## src/rtl/muldiv_pkg.sv

```systemverilog
// Shared definitions for the multi-cycle multiply/divide/modulo unit.
// Contents: operation encodings, FSM state encoding, the quotient value
// returned on divide-by-zero, and a helper that classifies an opcode.
package muldiv_pkg;

   typedef enum logic [1:0] {
      OP_MUL = 2'd0,
      OP_DIV = 2'd1,
      OP_MOD = 2'd2,
      OP_RSV = 2'd3   // reserved, executed as MUL
   } op_e;

   typedef enum logic [1:0] {
      IDLE   = 2'd0,
      RUN    = 2'd1,
      FINISH = 2'd2
   } state_e;

   // Wide enough for any supported WIDTH; users slice the low WIDTH bits.
   localparam int MAX_WIDTH = 64;
   localparam logic [MAX_WIDTH-1:0] DIV0_QUOTIENT = {MAX_WIDTH{1'b1}};

   // True for the operations that run the restoring-division sequence.
   function automatic logic is_div_op(input op_e op);
      return (op == OP_DIV) || (op == OP_MOD);
   endfunction

endpackage

```

## src/rtl/muldiv_if.sv

```systemverilog
// Core <-> multiply/divide unit bus.
// master (core): drives start, op, a, b; observes busy, stall, done,
//                result, div_by_zero.
// slave  (unit): the reverse.
interface muldiv_if #(
   parameter int WIDTH = 32
);
   logic             start;
   logic [1:0]       op;
   logic [WIDTH-1:0] a;
   logic [WIDTH-1:0] b;
   logic             busy;
   logic             stall;
   logic             done;
   logic [WIDTH-1:0] result;
   logic             div_by_zero;

   modport master (
      output start, op, a, b,
      input  busy, stall, done, result, div_by_zero
   );

   modport slave (
      input  start, op, a, b,
      output busy, stall, done, result, div_by_zero
   );
endinterface

```

## src/rtl/muldiv_datapath.sv

```systemverilog
// Operand, accumulator and remainder registers plus the single-iteration
// step logic shared by shift-add multiply and restoring division.
// Ports:
//   clk, reset  rising-edge clock, synchronous active-high reset
//   load        capture a/b as fresh operands and clear the accumulator
//   step        perform one iteration
//   div_mode    1 = division step, 0 = multiply step
//   a, b        operands presented at load
//   quo_nxt     quotient after the current iteration
//   low_nxt     low WIDTH bits of accumulator after the current iteration
//               (product in MUL mode, remainder in DIV/MOD mode)
module muldiv_datapath #(
   parameter int WIDTH = 32
) (
   input  logic             clk,
   input  logic             reset,
   input  logic             load,
   input  logic             step,
   input  logic             div_mode,
   input  logic [WIDTH-1:0] a,
   input  logic [WIDTH-1:0] b,
   output logic [WIDTH-1:0] quo_nxt,
   output logic [WIDTH-1:0] low_nxt
);
   // x: multiplicand, or dividend that turns into the quotient as it shifts.
   // y: multiplier, or divisor.
   // acc: product accumulator, or WIDTH+1 bit partial remainder.
   logic [WIDTH-1:0] x;
   logic [WIDTH-1:0] y;
   logic [WIDTH:0]   acc;
   logic [WIDTH-1:0] x_n;
   logic [WIDTH-1:0] y_n;
   logic [WIDTH:0]   acc_n;
   logic [WIDTH:0]   rem_sh;

   // Next-state values for one multiply or division iteration.
   always_comb begin
      // The remainder never reaches the divisor, so its top bit is zero and
      // truncating after the shift loses nothing.
      rem_sh = (WIDTH+1)'({acc, x[WIDTH-1]});
      x_n    = x;
      y_n    = y;
      acc_n  = acc;
      if (div_mode) begin
         if (rem_sh >= {1'b0, y}) begin
            acc_n = rem_sh - {1'b0, y};
            x_n   = {x[WIDTH-2:0], 1'b1};
         end else begin
            acc_n = rem_sh;
            x_n   = {x[WIDTH-2:0], 1'b0};
         end
      end else begin
         if (y[0]) begin
            acc_n = {1'b0, acc[WIDTH-1:0] + x};
         end else begin
            acc_n = {1'b0, acc[WIDTH-1:0]};
         end
         x_n = {x[WIDTH-2:0], 1'b0};
         y_n = {1'b0, y[WIDTH-1:1]};
      end
   end

   assign quo_nxt = x_n;
   assign low_nxt = acc_n[WIDTH-1:0];

   // Operand and accumulator registers.
   always_ff @(posedge clk) begin
      if (reset) begin
         x   <= {WIDTH{1'b0}};
         y   <= {WIDTH{1'b0}};
         acc <= {(WIDTH+1){1'b0}};
      end else if (load) begin
         x   <= a;
         y   <= b;
         acc <= {(WIDTH+1){1'b0}};
      end else if (step) begin
         x   <= x_n;
         y   <= y_n;
         acc <= acc_n;
      end else begin
         x   <= x;
         y   <= y;
         acc <= acc;
      end
   end

endmodule

```

## src/rtl/muldiv_sequencer.sv

```systemverilog
// Multi-cycle unsigned multiply / divide / modulo unit.
// A start pulse in IDLE latches the operands; the unit then runs WIDTH
// shift-add or restoring-division iterations while holding stall high, and
// pulses done for one cycle with the registered result.
// Ports:
//   clk    rising-edge clock
//   reset  synchronous active-high reset
//   bus    muldiv_if.slave: start/op/a/b in; busy/stall/done/result/
//          div_by_zero out
// Build option: define MULDIV_EARLY_OUT_EN to skip the iterations for
// MUL with a zero operand and for DIV/MOD with a < b.
module muldiv_sequencer
   import muldiv_pkg::*;
#(
   parameter int WIDTH = 32
) (
   input  logic    clk,
   input  logic    reset,
   muldiv_if.slave bus
);
   localparam int CW = $clog2(WIDTH + 1);

   state_e           state;
   logic [CW-1:0]    count;
   op_e              op_q;
   logic             done_q;
   logic [WIDTH-1:0] result_q;
   logic             dbz_q;

   op_e              in_op;
   logic             in_div;
   logic             in_b_zero;
   logic             early_out;
   logic [WIDTH-1:0] early_result;
   logic             load;
   logic             step;
   logic             div_mode;
   logic [WIDTH-1:0] quo_nxt;
   logic [WIDTH-1:0] low_nxt;

   assign in_op     = op_e'(bus.op);
   assign in_div    = is_div_op(in_op);
   assign in_b_zero = (bus.b == {WIDTH{1'b0}});
   assign load      = (state == IDLE) && bus.start;
   assign step      = (state == RUN);
   assign div_mode  = is_div_op(op_q);

   // Trivial operations that need no iterations.
   always_comb begin
      early_out    = 1'b0;
      early_result = {WIDTH{1'b0}};
`ifdef MULDIV_EARLY_OUT_EN
      if (!in_div && ((bus.a == {WIDTH{1'b0}}) || in_b_zero)) begin
         early_out    = 1'b1;
         early_result = {WIDTH{1'b0}};
      end else if (in_div && (bus.a < bus.b)) begin
         early_out    = 1'b1;
         early_result = (in_op == OP_MOD) ? bus.a : {WIDTH{1'b0}};
      end else begin
         early_out    = 1'b0;
         early_result = {WIDTH{1'b0}};
      end
`else
      early_out    = 1'b0;
      early_result = {WIDTH{1'b0}};
`endif
   end

   muldiv_datapath #(.WIDTH(WIDTH)) u_datapath (
      .clk      (clk),
      .reset    (reset),
      .load     (load),
      .step     (step),
      .div_mode (div_mode),
      .a        (bus.a),
      .b        (bus.b),
      .quo_nxt  (quo_nxt),
      .low_nxt  (low_nxt)
   );

   // Control FSM with registered done/result/div_by_zero.
   always_ff @(posedge clk) begin
      if (reset) begin
         state    <= IDLE;
         count    <= {CW{1'b0}};
         op_q     <= OP_MUL;
         done_q   <= 1'b0;
         result_q <= {WIDTH{1'b0}};
         dbz_q    <= 1'b0;
      end else begin
         done_q <= 1'b0;
         case (state)
            IDLE: begin
               if (bus.start) begin
                  op_q  <= in_op;
                  count <= CW'(WIDTH);
                  dbz_q <= 1'b0;
                  if (in_div && in_b_zero) begin
                     // Divide by zero: quotient all ones, remainder = dividend.
                     state    <= FINISH;
                     done_q   <= 1'b1;
                     dbz_q    <= 1'b1;
                     result_q <= (in_op == OP_MOD) ? bus.a
                                                   : DIV0_QUOTIENT[WIDTH-1:0];
                  end else if (early_out) begin
                     state    <= FINISH;
                     done_q   <= 1'b1;
                     result_q <= early_result;
                  end else begin
                     state <= RUN;
                  end
               end else begin
                  state <= IDLE;
               end
            end
            RUN: begin
               count <= count - CW'(1);
               if (count == CW'(1)) begin
                  // Capture the outcome of the final iteration directly.
                  state    <= FINISH;
                  done_q   <= 1'b1;
                  result_q <= (op_q == OP_DIV) ? quo_nxt : low_nxt;
               end else begin
                  state <= RUN;
               end
            end
            FINISH: begin
               state <= IDLE;
            end
            default: begin
               state <= IDLE;
            end
         endcase
      end
   end

   assign bus.busy        = (state != IDLE);
   // Low in FINISH so the core retires and writes back that cycle.
   assign bus.stall       = ((state == IDLE) && bus.start) || (state == RUN);
   assign bus.done        = done_q;
   assign bus.result      = result_q;
   assign bus.div_by_zero = dbz_q;

endmodule

```

## src/flat_wrapper.sv

```systemverilog
// flat-port wrapper written by rule: the top's interface ports become plain ports
module muldiv_sequencer_flat import muldiv_pkg::*;
#(
   parameter int WIDTH = 32
)
  (clk, reset, bus_start, bus_op, bus_a, bus_b, bus_busy, bus_stall, bus_done, bus_result, bus_div_by_zero);
  muldiv_if #(.WIDTH(WIDTH)) bus_i ();
  input  logic clk;
  input  logic reset;
  input wire logic [$bits(bus_i.start)-1:0] bus_start;
  input wire logic [$bits(bus_i.op)-1:0] bus_op;
  input wire logic [$bits(bus_i.a)-1:0] bus_a;
  input wire logic [$bits(bus_i.b)-1:0] bus_b;
  output wire logic [$bits(bus_i.busy)-1:0] bus_busy;
  output wire logic [$bits(bus_i.stall)-1:0] bus_stall;
  output wire logic [$bits(bus_i.done)-1:0] bus_done;
  output wire logic [$bits(bus_i.result)-1:0] bus_result;
  output wire logic [$bits(bus_i.div_by_zero)-1:0] bus_div_by_zero;
  assign bus_i.start = bus_start;
  assign bus_i.op = bus_op;
  assign bus_i.a = bus_a;
  assign bus_i.b = bus_b;
  assign bus_busy = bus_i.busy;
  assign bus_stall = bus_i.stall;
  assign bus_done = bus_i.done;
  assign bus_result = bus_i.result;
  assign bus_div_by_zero = bus_i.div_by_zero;
  muldiv_sequencer #(.WIDTH(WIDTH)) u_core (.clk(clk), .reset(reset), .bus(bus_i));
endmodule
```

## config.mk

```make
export PLATFORM = sky130hd
export DESIGN_NAME = muldiv_sequencer_flat
export DESIGN_NICKNAME = d
export VERILOG_FILES = /design/src/rtl/muldiv_pkg.sv /design/src/rtl/muldiv_if.sv /design/src/rtl/muldiv_datapath.sv /design/src/rtl/muldiv_sequencer.sv /design/src/flat_wrapper.sv
export SDC_FILE = /design/constraint.sdc
export NUM_CORES = 1
export LEC_CHECK = 0
export BUFFER_PORTS_ARGS = -buffer_cell sky130_fd_sc_hd__buf_2
export CAP_MARGIN = 20
export CORE_MARGIN = 8
export CORE_UTILIZATION = 30
export CTS_CLUSTER_DIAMETER = 100
export CTS_CLUSTER_SIZE = 40
export DETAILED_ROUTE_END_ITERATION = 16
export SYNTH_ARGS = -nofsm -noshare
export SYNTH_HDL_FRONTEND = slang
export SYNTH_SLANG_ARGS = --single-unit
```

## constraint.sdc

```tcl
create_clock -name clk -period 4 [get_ports clk]
set_clock_uncertainty 0.15 [all_clocks]
set_input_delay 0.8 -clock clk [delete_from_list [all_inputs] [get_ports clk]]
set_output_delay 0.8 -clock clk [all_outputs]
set_load 0.05 [all_outputs]
```

==> impl_metrics.tcl, run 1 <==
set metrics [dict create \
    setup_viol 0 \
    vias 11500 \
    leakage_nw 5.14 \
    post_cts_buffers 0 \
    clock-root-buffer "clkbuf_16" \
    hp-class "reg -> reg" \
    slew_violations 0 \
    grt-ovfl-total 0 \
    yosysWarningCount 0 \
    cp.arrival_ns 3.97 \
    final_layout_size_suffix_gt1_frac 0.140 \
    synth_edf_count 0 \
    gp_congestion 0.927 \
    fill_cells 3937 \
    fin_crit_sh 0.940 \
    n_antenna_cell 0 \
    antenna_found_initial 0 \
    drt_first_pass_iters 5 \
    cp-end-kind "flop" \
    postRouteAntennaNets 0 \
    ys_ff_latch 139 \
    path_class "in -> reg" \
    synth.distinct_cells 80 \
    core_area_um2 36300 \
    worst_pin_slew_ns 0.925 \
    stdcell_area_um2 12600 \
    hold_viol 0 \
    wl_met1_um 17200 \
    p_per_area_nw_per_um2 404 \
    grt_start_max_net_pins 58 \
    synth_area_um2 11000 \
    synthesis.area_per_instance_um2 7.35 \
    dpl.cell_count 1998 \
    rsz0062_at_grt "false" \
    timing.max_cap.violations 0 \
    clk_pin_slew_ns 0.06 \
    grt_use_total 0.181 \
    ys_seq_area_frac 0.254 \
    outcome "finished, final reports clean" \
    start_util 0.302 \
    clk_path_buf_depth 2 \
    top_layer "met4" \
    finalCriticalPeriod_ns 3.76 \
    fp.dieH_um 207 \
    critPathLaunch "bus_b[29]" \
    row_count 70 \
    cts_hold_buf 0 \
    io_pins 105 \
    instances_no_fill 2030 \
    route.met3.wl_um 1660 \
    hpwl_um 30300 \
    die_w_um 207 \
    cp-start-kind "input pin" \
    syn-instance-count 1490 \
    worstPathRequired_ns 4.21 \
    die_area_um2 42900 \
    area_delta_synth_final_pct 15.1 \
    fmax_ghz 0.266 \
    path_max_fanout 28 \
    cts_tree "built" \
    post_cts_resized 0 \
    synth_nets 1628 \
    finalWirelength_um 40100 \
    worstSkewPairLatency_ns 0.46 \
    grt_pass1_vias 11200 \
    slew_headroom 0.378 \
    routedWlPerCell_um 19.7 \
    clock_sinks 139 \
    post-route-util 0.348 \
    synth_ff_type "dfxtp_1" \
    placed_area_um2 12000 \
    route.met2.wl_um 20300 \
    fin_nets 1687 \
    io_buffers 104 \
    timing.rr.start "u_core.u_datapath.acc[4]" \
    drt_iter0_markers 918 \
    vias_per_cell 5.67 \
    drc 0 \
    vdd_drop_max_mv 0.331 \
    cts_buffers 17 \
    synth-async-reset-ratio 0 \
    h-tree-depth 4 \
    grt_pass1_wl_um 63100 \
    min_from "u_core.op_q[1]" \
]
## final timing paths
check / end / slack (ns) / cells past startpoint
worst max-delay path: u_core.bus.result[8] / 0.24 / 11
worst min-delay path: u_core.op_q[1] / 0.31 / 2
worst max register to register: u_core.bus.result[27] / 0.46 / 10
worst min register to register: u_core.op_q[1] / 0.31 / 2
## Yosys cell counts, types with 5 or more instances
cell        n  area share
a211o_1    18       0.014
a211oi_1   33       0.023
a21o_1     49       0.034
a21oi_1   155       0.071
a22oi_1    32       0.022
a311oi_1   34       0.027
a31oi_1    13      0.0074
a41oi_1     5      0.0040
and3_1     12      0.0069
buf_1      10      0.0034
buf_2       8      0.0037
clkbuf_1   79       0.027
dfxtp_1   139        0.25
ha_1       67       0.077
inv_1      62       0.021
mux2_2     12       0.012
mux2_4      6      0.0082
mux2i_1    18       0.016
nand2_1   201       0.069
nand2b_1    9      0.0051
nand3_1    37       0.017
nand4_1    15      0.0086
nor2_1    134       0.046
nor2b_1     8      0.0046
nor3_1     33       0.015
nor4_1     10      0.0057
o211ai_1   27       0.019
o21a_1     17       0.012
o21ai_0    83       0.038
o21ai_1     7      0.0032
o21bai_1   10      0.0069
o22ai_1     7      0.0040
o31ai_1    11      0.0075
or2_2       5      0.0029
or3_1       5      0.0029
xnor2_1    26       0.021
xor2_1     14       0.011
## layout by cell type (no fill, tap or decap), types with 6 or more instances in the layout
master | Yosys | routed
nand2_1 | 201 | 201
dfxtp_1 | 139 | 139
o22ai_1 | 7 | 7
nor2_1 | 134 | 133
xnor2_1 | 26 | 26
nor4_1 | 10 | 9
a211oi_1 | 33 | 33
a21o_1 | 49 | 49
and3_1 | 12 | 12
nor3_1 | 33 | 33
ha_1 | 67 | 66
a21oi_1 | 155 | 154
mux2i_1 | 18 | 18
nor2b_1 | 8 | 7
a22oi_1 | 32 | 32
o21ai_0 | 83 | 83
nand4_1 | 15 | 15
o21ai_1 | 7 | 6
o31ai_1 | 11 | 11
buf_4 | 1 | 35
buf_2 | 8 | 103
a211o_1 | 18 | 18
clkbuf_16 | 0 | 17
nand2b_1 | 9 | 8
a311oi_1 | 34 | 34
xor2_1 | 14 | 14
o21a_1 | 17 | 17
nand3_1 | 37 | 37
inv_1 | 62 | 62
o21bai_1 | 10 | 10
o211ai_1 | 27 | 27
mux2_4 | 6 | 6
mux2_2 | 12 | 12
a31oi_1 | 13 | 13
## routing by layer
| metal | vias to the layer above | track usage |
|---|---|---|
| met1 | 5597 | 0.218 |
| met3 | 57 | 0.0266 |
| met5 | - | 0 |
| met4 | 0 | 0.0513 |
| met2 | 271 | 0.330 |
| li1 | 5591 | - |
## power breakdown
group | switching [mW] | total (mW) | internal [mW]
Clock | 0.701 | 1.66 | 0.954
Sequential | 0.110 | 1.60 | 1.49
Combinational | 1.15 | 1.84 | 0.689
Total | 1.96 | 5.09 | 3.13
## worst max-delay path, cell delays in order
cell      delay [ns]
buf_2           0.11
nor4_1          0.80
nand4_1         0.22
nor3_1          0.66
nand3b_1        0.23
a21oi_4         0.22
buf_12          0.19
buf_12          0.19
nor2_1          0.05
a211o_1         0.26
a211oi_1        0.20
## cell type report
cell class | count | area (µm²) | share of cell area
Clock inverter | 13 | 141 | 0.0112
Tap cell | 468 | 586 | 0.0465
Timing Repair Buffer | 141 | 838 | 0.0665
Multi-Input combinational cell | 1187 | 7560 | 0.600
Sequential cell | 139 | 2780 | 0.221
Clock buffer | 19 | 453 | 0.0359
Inverter | 63 | 236 | 0.0188
## flip-flops by register name, indices dropped and copies added, names as in the netlist
signal and flops:
u_core.bus.div_by_zero 1, u_core.bus.done 1, u_core.bus.result 32, u_core.count 6, u_core.op_q 2, u_core.state 1
u_core.u_datapath.acc 32, u_core.u_datapath.x 32, u_core.u_datapath.y 32
## cell families after synthesis
| group | share of synthesized area |
|---|---|
| xor gates and xnor gates | 0.0320 |
| muxes | 0.0391 |
| and+or+nand+nor | 0.199 |
| AOI/OAI and AO/OA | 0.336 |
| buffers and inverters | 0.0595 |
| DFF | 0.254 |
| adders and majority gates | 0.0802 |
## metrics by stage
| step | hold WS [ns] | power (mW) | setup slack, ns | TNS (ns) |
|---|---|---|---|---|
| final | 0.306 | 5.09 | 0.241 | 0 |
| after global routing | 0.327 | 5.37 | 0.00962 | 0 |
| after CTS | 0.306 | 5.12 | 0.227 | 0 |
| after detailed placement | 0.297 | 3.45 | -0.248 | -3.97 |
| after global placement | 0.294 | 3.44 | -0.185 | -3.05 |
| after floorplan | 0.286 | 2.92 | 0.806 | 0 |
Power figures use the tool's default switching activity.
==> inputs of run 2 (changes only) <==
--- a/config.mk
+++ b/config.mk
@@ -5,7 +5,7 @@
 export SDC_FILE = /design/constraint.sdc
 export NUM_CORES = 1
 export LEC_CHECK = 0
-export BUFFER_PORTS_ARGS = -buffer_cell sky130_fd_sc_hd__buf_2
+export BUFFER_PORTS_ARGS = -buffer_cell sky130_fd_sc_hd__clkbuf_2
 export CAP_MARGIN = 20
 export CORE_MARGIN = 8
 export CORE_UTILIZATION = 30
==> constraint.sdc (replaced) <==
create_clock -name clk -period 4 [get_ports clk]
set_clock_uncertainty 0.15 [all_clocks]
set_input_delay 0.2 -clock clk [delete_from_list [all_inputs] [get_ports clk]]
set_output_delay 0.2 -clock clk [all_outputs]
set_load 0.05 [all_outputs]
==> run 2 against run 1 <==
Global-route usage is 0.31 points higher; cell count is 3.1% higher; sequential share of layout area down 1.1 points; utilization rose by 1.9 points; setup slack improved by 0.24 ns; maximum frequency up 6.9%; clock power grew 11%; wire length increased by 2.0%; critical path type unchanged; highest routed layer is now met5.
==> impl_metrics.tcl, run 2 (synthesized netlist as in run 1, its figures left out) <==
set metrics [dict create \
    io_pins 105 \
    pwr-share-comb 0.352 \
    power_frac_clock 0.347 \
    cp-end-kind "flop" \
    rsz0062_at_grt "false" \
    setup_viol 0 \
    path_max_fanout 48 \
    tns_ns 0 \
    start_util 0.302 \
    row_count 70 \
    vias 11800 \
    drt_first_pass_iters 5 \
    grt_most_used_layer "met2" \
    fill_cells 3915 \
    die_area_um2 42900 \
    crit_path_cell_trace "dlygate4sd3_1 > clkbuf_2 > nor4_1 > nand4_1 > nor3_2 > nand3b_1 > a21oi_4 > buf_12 > buf_4 > nor2_1 > a211o_1 > a211oi_1" \
    clk_path_buf_depth 2 \
    worst_pin_slew_ns 0.998 \
    hp-class "in -> reg" \
    cp-start-kind "input pin" \
    slew_headroom 0.334 \
    timing.max_cap.violations 0 \
    grt_pass1_wl_um 64300 \
    crit_family "simple AND/OR/NAND/NOR gates" \
    io_buffers 104 \
    vdd_drop_max_mv 0.318 \
    multi_input_area_um2 7560 \
    final_common_cell "nand2_1" \
    h-tree-depth 4 \
    outcome "finished, final reports clean" \
    cts_buffers 17 \
    grtUsageMet1 0.227 \
    p_per_area_nw_per_um2 400 \
    final_layout_size_suffix_gt1_frac 0.132 \
    drc 0 \
    drt_iter0_markers 866 \
    finalCriticalPeriod_ns 3.52 \
    layout_common_cells "nand2_1 (201), a21oi_1 (154), dfxtp_1 (139), nor2_1 (133), clkbuf_2 (103)" \
    grt_pass1_vias 11400 \
    path_class "in -> reg" \
    use_met2 0.327 \
    critPathBufInv 4 \
    leakage_nw 5.41 \
    vias_per_cell 5.65 \
    hold_viol 0 \
    ff_latch_area_um2 2780 \
    grt_use_total 0.184 \
    seqPwrFrac 0.301 \
    n_antenna_cell 0 \
    finalWirelength_um 40900 \
    cp_slowest_stage_delay_ns 0.70 \
    fin_ws_ns 0.483 \
    met3_usage 0.0293 \
    gp_congestion 0.901 \
    place_ws_ns 0.249 \
    fmax_ghz 0.284 \
    fin_crit_sh 0.879 \
    area_delta_synth_final_pct 21.2 \
    fp.dieH_um 207 \
    switching_share 0.364 \
    p_int_mw 3.37 \
    grt_start_max_net_pins 64 \
    postRouteAntennaNets 0 \
    worstSkewPairLatency_ns 0.44 \
    clk_pin_slew_ns 0.06 \
    slew_violations 0 \
    hpwl_um 30100 \
    clock_sinks 139 \
    die_w_um 207 \
    worstPathRequired_ns 4.20 \
    cp.arrival_ns 3.72 \
    p_switching_mw 1.93 \
    core_area_um2 36300 \
    routedWlPerCell_um 19.5 \
    clock-root-buffer "clkbuf_16" \
    cts_tree "built" \
    critPathSlowestCell "nor4_1" \
    grt-ovfl-total 0 \
    antenna_found_initial 1 \
    fin_nets 1749 \
]
-- run 2: changes by cell type in the layout (fill, tap and decap cells not counted), sizes merged --
| cell | previous run | this run |
|---|---|---|
| dlygate4sd3 | 0 | 64 |
| bufinv | 2 | 5 |
| clkinv | 6 | 4 |
| buf | 141 | 36 |
| inv | 65 | 63 |
| clkbuf | 19 | 125 |
| clkinvlp | 3 | 1 |
-- run 2: final cells by class --
cell class | instances | area share
Sequential cell | 139 | 0.210
Timing Repair Buffer | 203 | 0.108
Inverter | 63 | 0.0178
Clock inverter | 10 | 0.0139
Tap cell | 468 | 0.0441
Clock buffer | 22 | 0.0365
Multi-Input combinational cell | 1187 | 0.570
-- run 2: final timing paths --
path	cells past startpoint	slack, ns	endpoint	startpoint
min reg2reg	2	0.31	u_core.bus.div_by_zero	u_core.bus.div_by_zero
max reg2reg	11	0.50	u_core.u_datapath.acc[11]	u_core.u_datapath.y[2]
max	12	0.48	u_core.bus.result[8]	bus_b[29]
min	4	0.04	u_core.bus.result[31]	bus_a[31]
-- run 2: worst register-to-register path: stages, from the launching register on --
cell      delay [ns]
dfxtp_1         0.42
inv_1           0.07
ha_1            0.36
o21a_1          0.14
o31ai_1         0.12
a21oi_4         0.27
a31oi_4         0.16
a311oi_4        0.41
o21a_4          0.43
mux2_2          0.43
o21ai_0         0.28
o21ai_0         0.13
-- run 2: power groups by stage --
stage               clock (mW)  combinational (mW)  sequential (mW)
floorplan                    0                1.30             1.62
global placement             0                1.78             1.62
detailed placement           0                1.80             1.62
CTS                       1.86                1.86             1.59
global route              1.93                2.04             1.61
finish                    1.84                1.87             1.60
-- run 2: timing repair --
| action | CTS | global route |
|---|---|---|
| hold buffers | 64 | 0 |
| gates resized for setup | 0 | 1 |
| endpoints found under the setup margin | 0 | 3 |
| buffers inserted | 0 | 0 |
| endpoints found under the hold margin | 66 | 0 |
-- run 2: layer usage --
layer / vias up / wire (µm)
met5: - / 13
met4: 2 / 948
met3: 61 / 1820
met2: 323 / 20300
met1: 5708 / 17800
li1: 5717 / -
-- run 2: through the flow --
step | hold WS, ns | power [mW] | instance area (µm²) | utilization | std cells
2_1_floorplan | 0.186 | 2.92 | 11000 | - | 1490
3_3_place_gp | 0.295 | 3.41 | 12000 | 0.330 | 1996
3_5_place_dp | 0.302 | 3.42 | 12000 | 0.330 | 1996
4_1_cts | 0.0181 | 5.31 | 13300 | 0.366 | 2092
5_1_grt | 0.0553 | 5.58 | 13300 | 0.366 | 2092
6_report | 0.0415 | 5.31 | 13300 | 0.366 | 2092
==> inputs of run 3 (changes only) <==
==> constraint.sdc (replaced) <==
create_clock -name clk -period 4.49 [get_ports clk]
set_clock_uncertainty 0.15 [all_clocks]
set_input_delay 0.2245 -clock clk [delete_from_list [all_inputs] [get_ports clk]]
set_output_delay 0.2245 -clock clk [all_outputs]
set_load 0.05 [all_outputs]
==> run 3 against run 2 <==
Setup slack better by 0.21 ns; wire length down 0.85%; critical path depth down 1; via count down 1.4%; clock power down 17%; first-iteration DRC count up 14%; sequential share of layout area up 0.20 points; cell count down 0.43%; register-to-register slack better by 0.39 ns; sequential power down 11%; clock-buffer cell count down 3; largest power group unchanged.
==> impl_metrics.tcl, run 3 (synthesized netlist as in run 1, its figures left out) <==
set metrics [dict create \
    row_count 70 \
    grt_pass1_wl_um 63100 \
    critPathSlowestCell "nor3_1" \
    post_cts_buffers 0 \
    vias 11600 \
    post_cts_resized 0 \
    fin_nets 1740 \
    grt-ovfl-total 0 \
    drt_first_pass_iters 6 \
    fmax_ghz 0.263 \
    die_area_um2 42900 \
    crit_path_cell_trace "dlygate4sd3_1 > clkbuf_2 > nor4_1 > nand4_1 > nor3_1 > nand3b_1 > a21oi_4 > buf_12 > o21ai_0 > or4_1 > o21ai_0" \
    cp_slowest_stage_delay_ns 0.71 \
    r2r_end "u_core.u_datapath.acc[29]" \
    worstPathRequired_ns 4.71 \
    drc 0 \
    path_class "in -> reg" \
    area_delta_synth_final_pct 20.1 \
    dpl.cell_count 1986 \
    slew_headroom 0.420 \
    cp-start-kind "input pin" \
    instances_no_fill 2083 \
    fill_cells 3865 \
    r2r_setup_slack_ns 0.89 \
    routedWlPerCell_um 19.5 \
    io_buffers 104 \
    clock_sinks 139 \
    start_util 0.302 \
    r2r_cells 10 \
    hpwl_um 30100 \
    vdd_drop_max_mv 0.291 \
    grt_use_total 0.181 \
    leakage_nw 5.33 \
    n_antenna_cell 0 \
    clock-root-buffer "clkbuf_16" \
    tns_ns 0 \
    postRouteAntennaNets 0 \
    drt_iter0_markers 987 \
    p_per_area_nw_per_um2 350 \
    rsz0062_at_grt "false" \
    grt_pass1_vias 11300 \
    fp.dieH_um 207 \
    io_pins 105 \
    cts_buffers 17 \
    timing.rr.start "u_core.u_datapath.acc[4]" \
    cp_common_cell "o21ai_0" \
    clk_path_buf_depth 2 \
    finalCriticalPeriod_ns 3.80 \
    final_layout_size_suffix_gt1_frac 0.128 \
    vias_per_cell 5.59 \
    hp-class "in -> reg" \
    cts_hold_buf 64 \
    cp.arrival_ns 4.02 \
    min_to "u_core.u_datapath.x[2]" \
    die_w_um 207 \
    worstSkewPairLatency_ns 0.45 \
    cp-end-kind "flop" \
    whs_path_depth 3 \
    hold_viol 0 \
    timing.max_cap.violations 0 \
    slew_violations 0 \
    h-tree-depth 4 \
    final_common_cell "nand2_1" \
    power_mw 4.60 \
    min_from "bus_a[2]" \
    grt_start_max_net_pins 65 \
    cts_tree "built" \
    outcome "finished, final reports clean" \
    setup_viol 0 \
    finalWirelength_um 40500 \
    gp_congestion 0.963 \
    worst_pin_slew_ns 0.864 \
    layout_common_cells "nand2_1 (201), a21oi_1 (154), dfxtp_1 (139), nor2_1 (133), clkbuf_2 (103)" \
    fin_crit_sh 0.846 \
    antenna_found_initial 0 \
    core_area_um2 36300 \
    path_max_fanout 64 \
    clk_pin_slew_ns 0.07 \
]
run 3: worst max path at each step:
stage	slack [ns]	start	endpoint	depth (start not counted)
after detailed placement	0.73	bus_b[29]	u_core.bus.result[15]	11
after floorplan	1.47	u_core.u_datapath.y[10]	u_core.bus.result[15]	13
after global placement	0.70	bus_b[28]	u_core.bus.result[11]	11
after global routing	0.49	bus_b[29]	u_core.bus.result[10]	11
after CTS	0.63	bus_b[29]	u_core.bus.result[10]	11
final	0.69	bus_b[29]	u_core.bus.result[10]	11
run 3: routing by layer:
| layer | routed length [µm] | part of all wire | vias up | global-route usage |
|---|---|---|---|---|
| met5 | 0 | 0 | - | 0 |
| met4 | 1080 | 0.027 | 0 | 0.0609 |
| met3 | 1960 | 0.048 | 66 | 0.0303 |
| met2 | 20300 | 0.50 | 333 | 0.322 |
| met1 | 17200 | 0.42 | 5544 | 0.218 |
| li1 | - | - | 5702 | - |
run 3: critical path: cells and delay by family:
family,cells,cell delay [ns]
AND/OR/NAND/NOR,5,2.22
buffers and inverters,3,0.92
AO/OA/AOI/OAI,3,0.59
run 3: cell type report:
cell class	instances	area (µm²)	area share
inverter	63	236	0.0180
clock buffer	19	443	0.0337
sequential	139	2780	0.212
multi-input combinational	1187	7560	0.575
timing repair buffer	194	1380	0.105
clock inverter	13	165	0.0126
tap	468	586	0.0445
run 3: power breakdown:
part           switching (mW)  internal (mW)  total, mW  leakage (nW)
registers              0.0972           1.32       1.42          1.14
logic                    1.03          0.630       1.66          3.90
clock network           0.628          0.893       1.52         0.286
run 3: per-stage QoR:
step / hold slack [ns] / utilization / worst slack, ns / instance area (µm²)
finish: 0.0307 / 0.363 / 0.690 / 13200
global route: 0.0353 / 0.363 / 0.488 / 13200
CTS: 0.0238 / 0.362 / 0.633 / 13100
detailed placement: 0.304 / 0.328 / 0.729 / 11900
global placement: 0.296 / 0.328 / 0.703 / 11900
floorplan: 0.210 / - / 1.47 / 11000
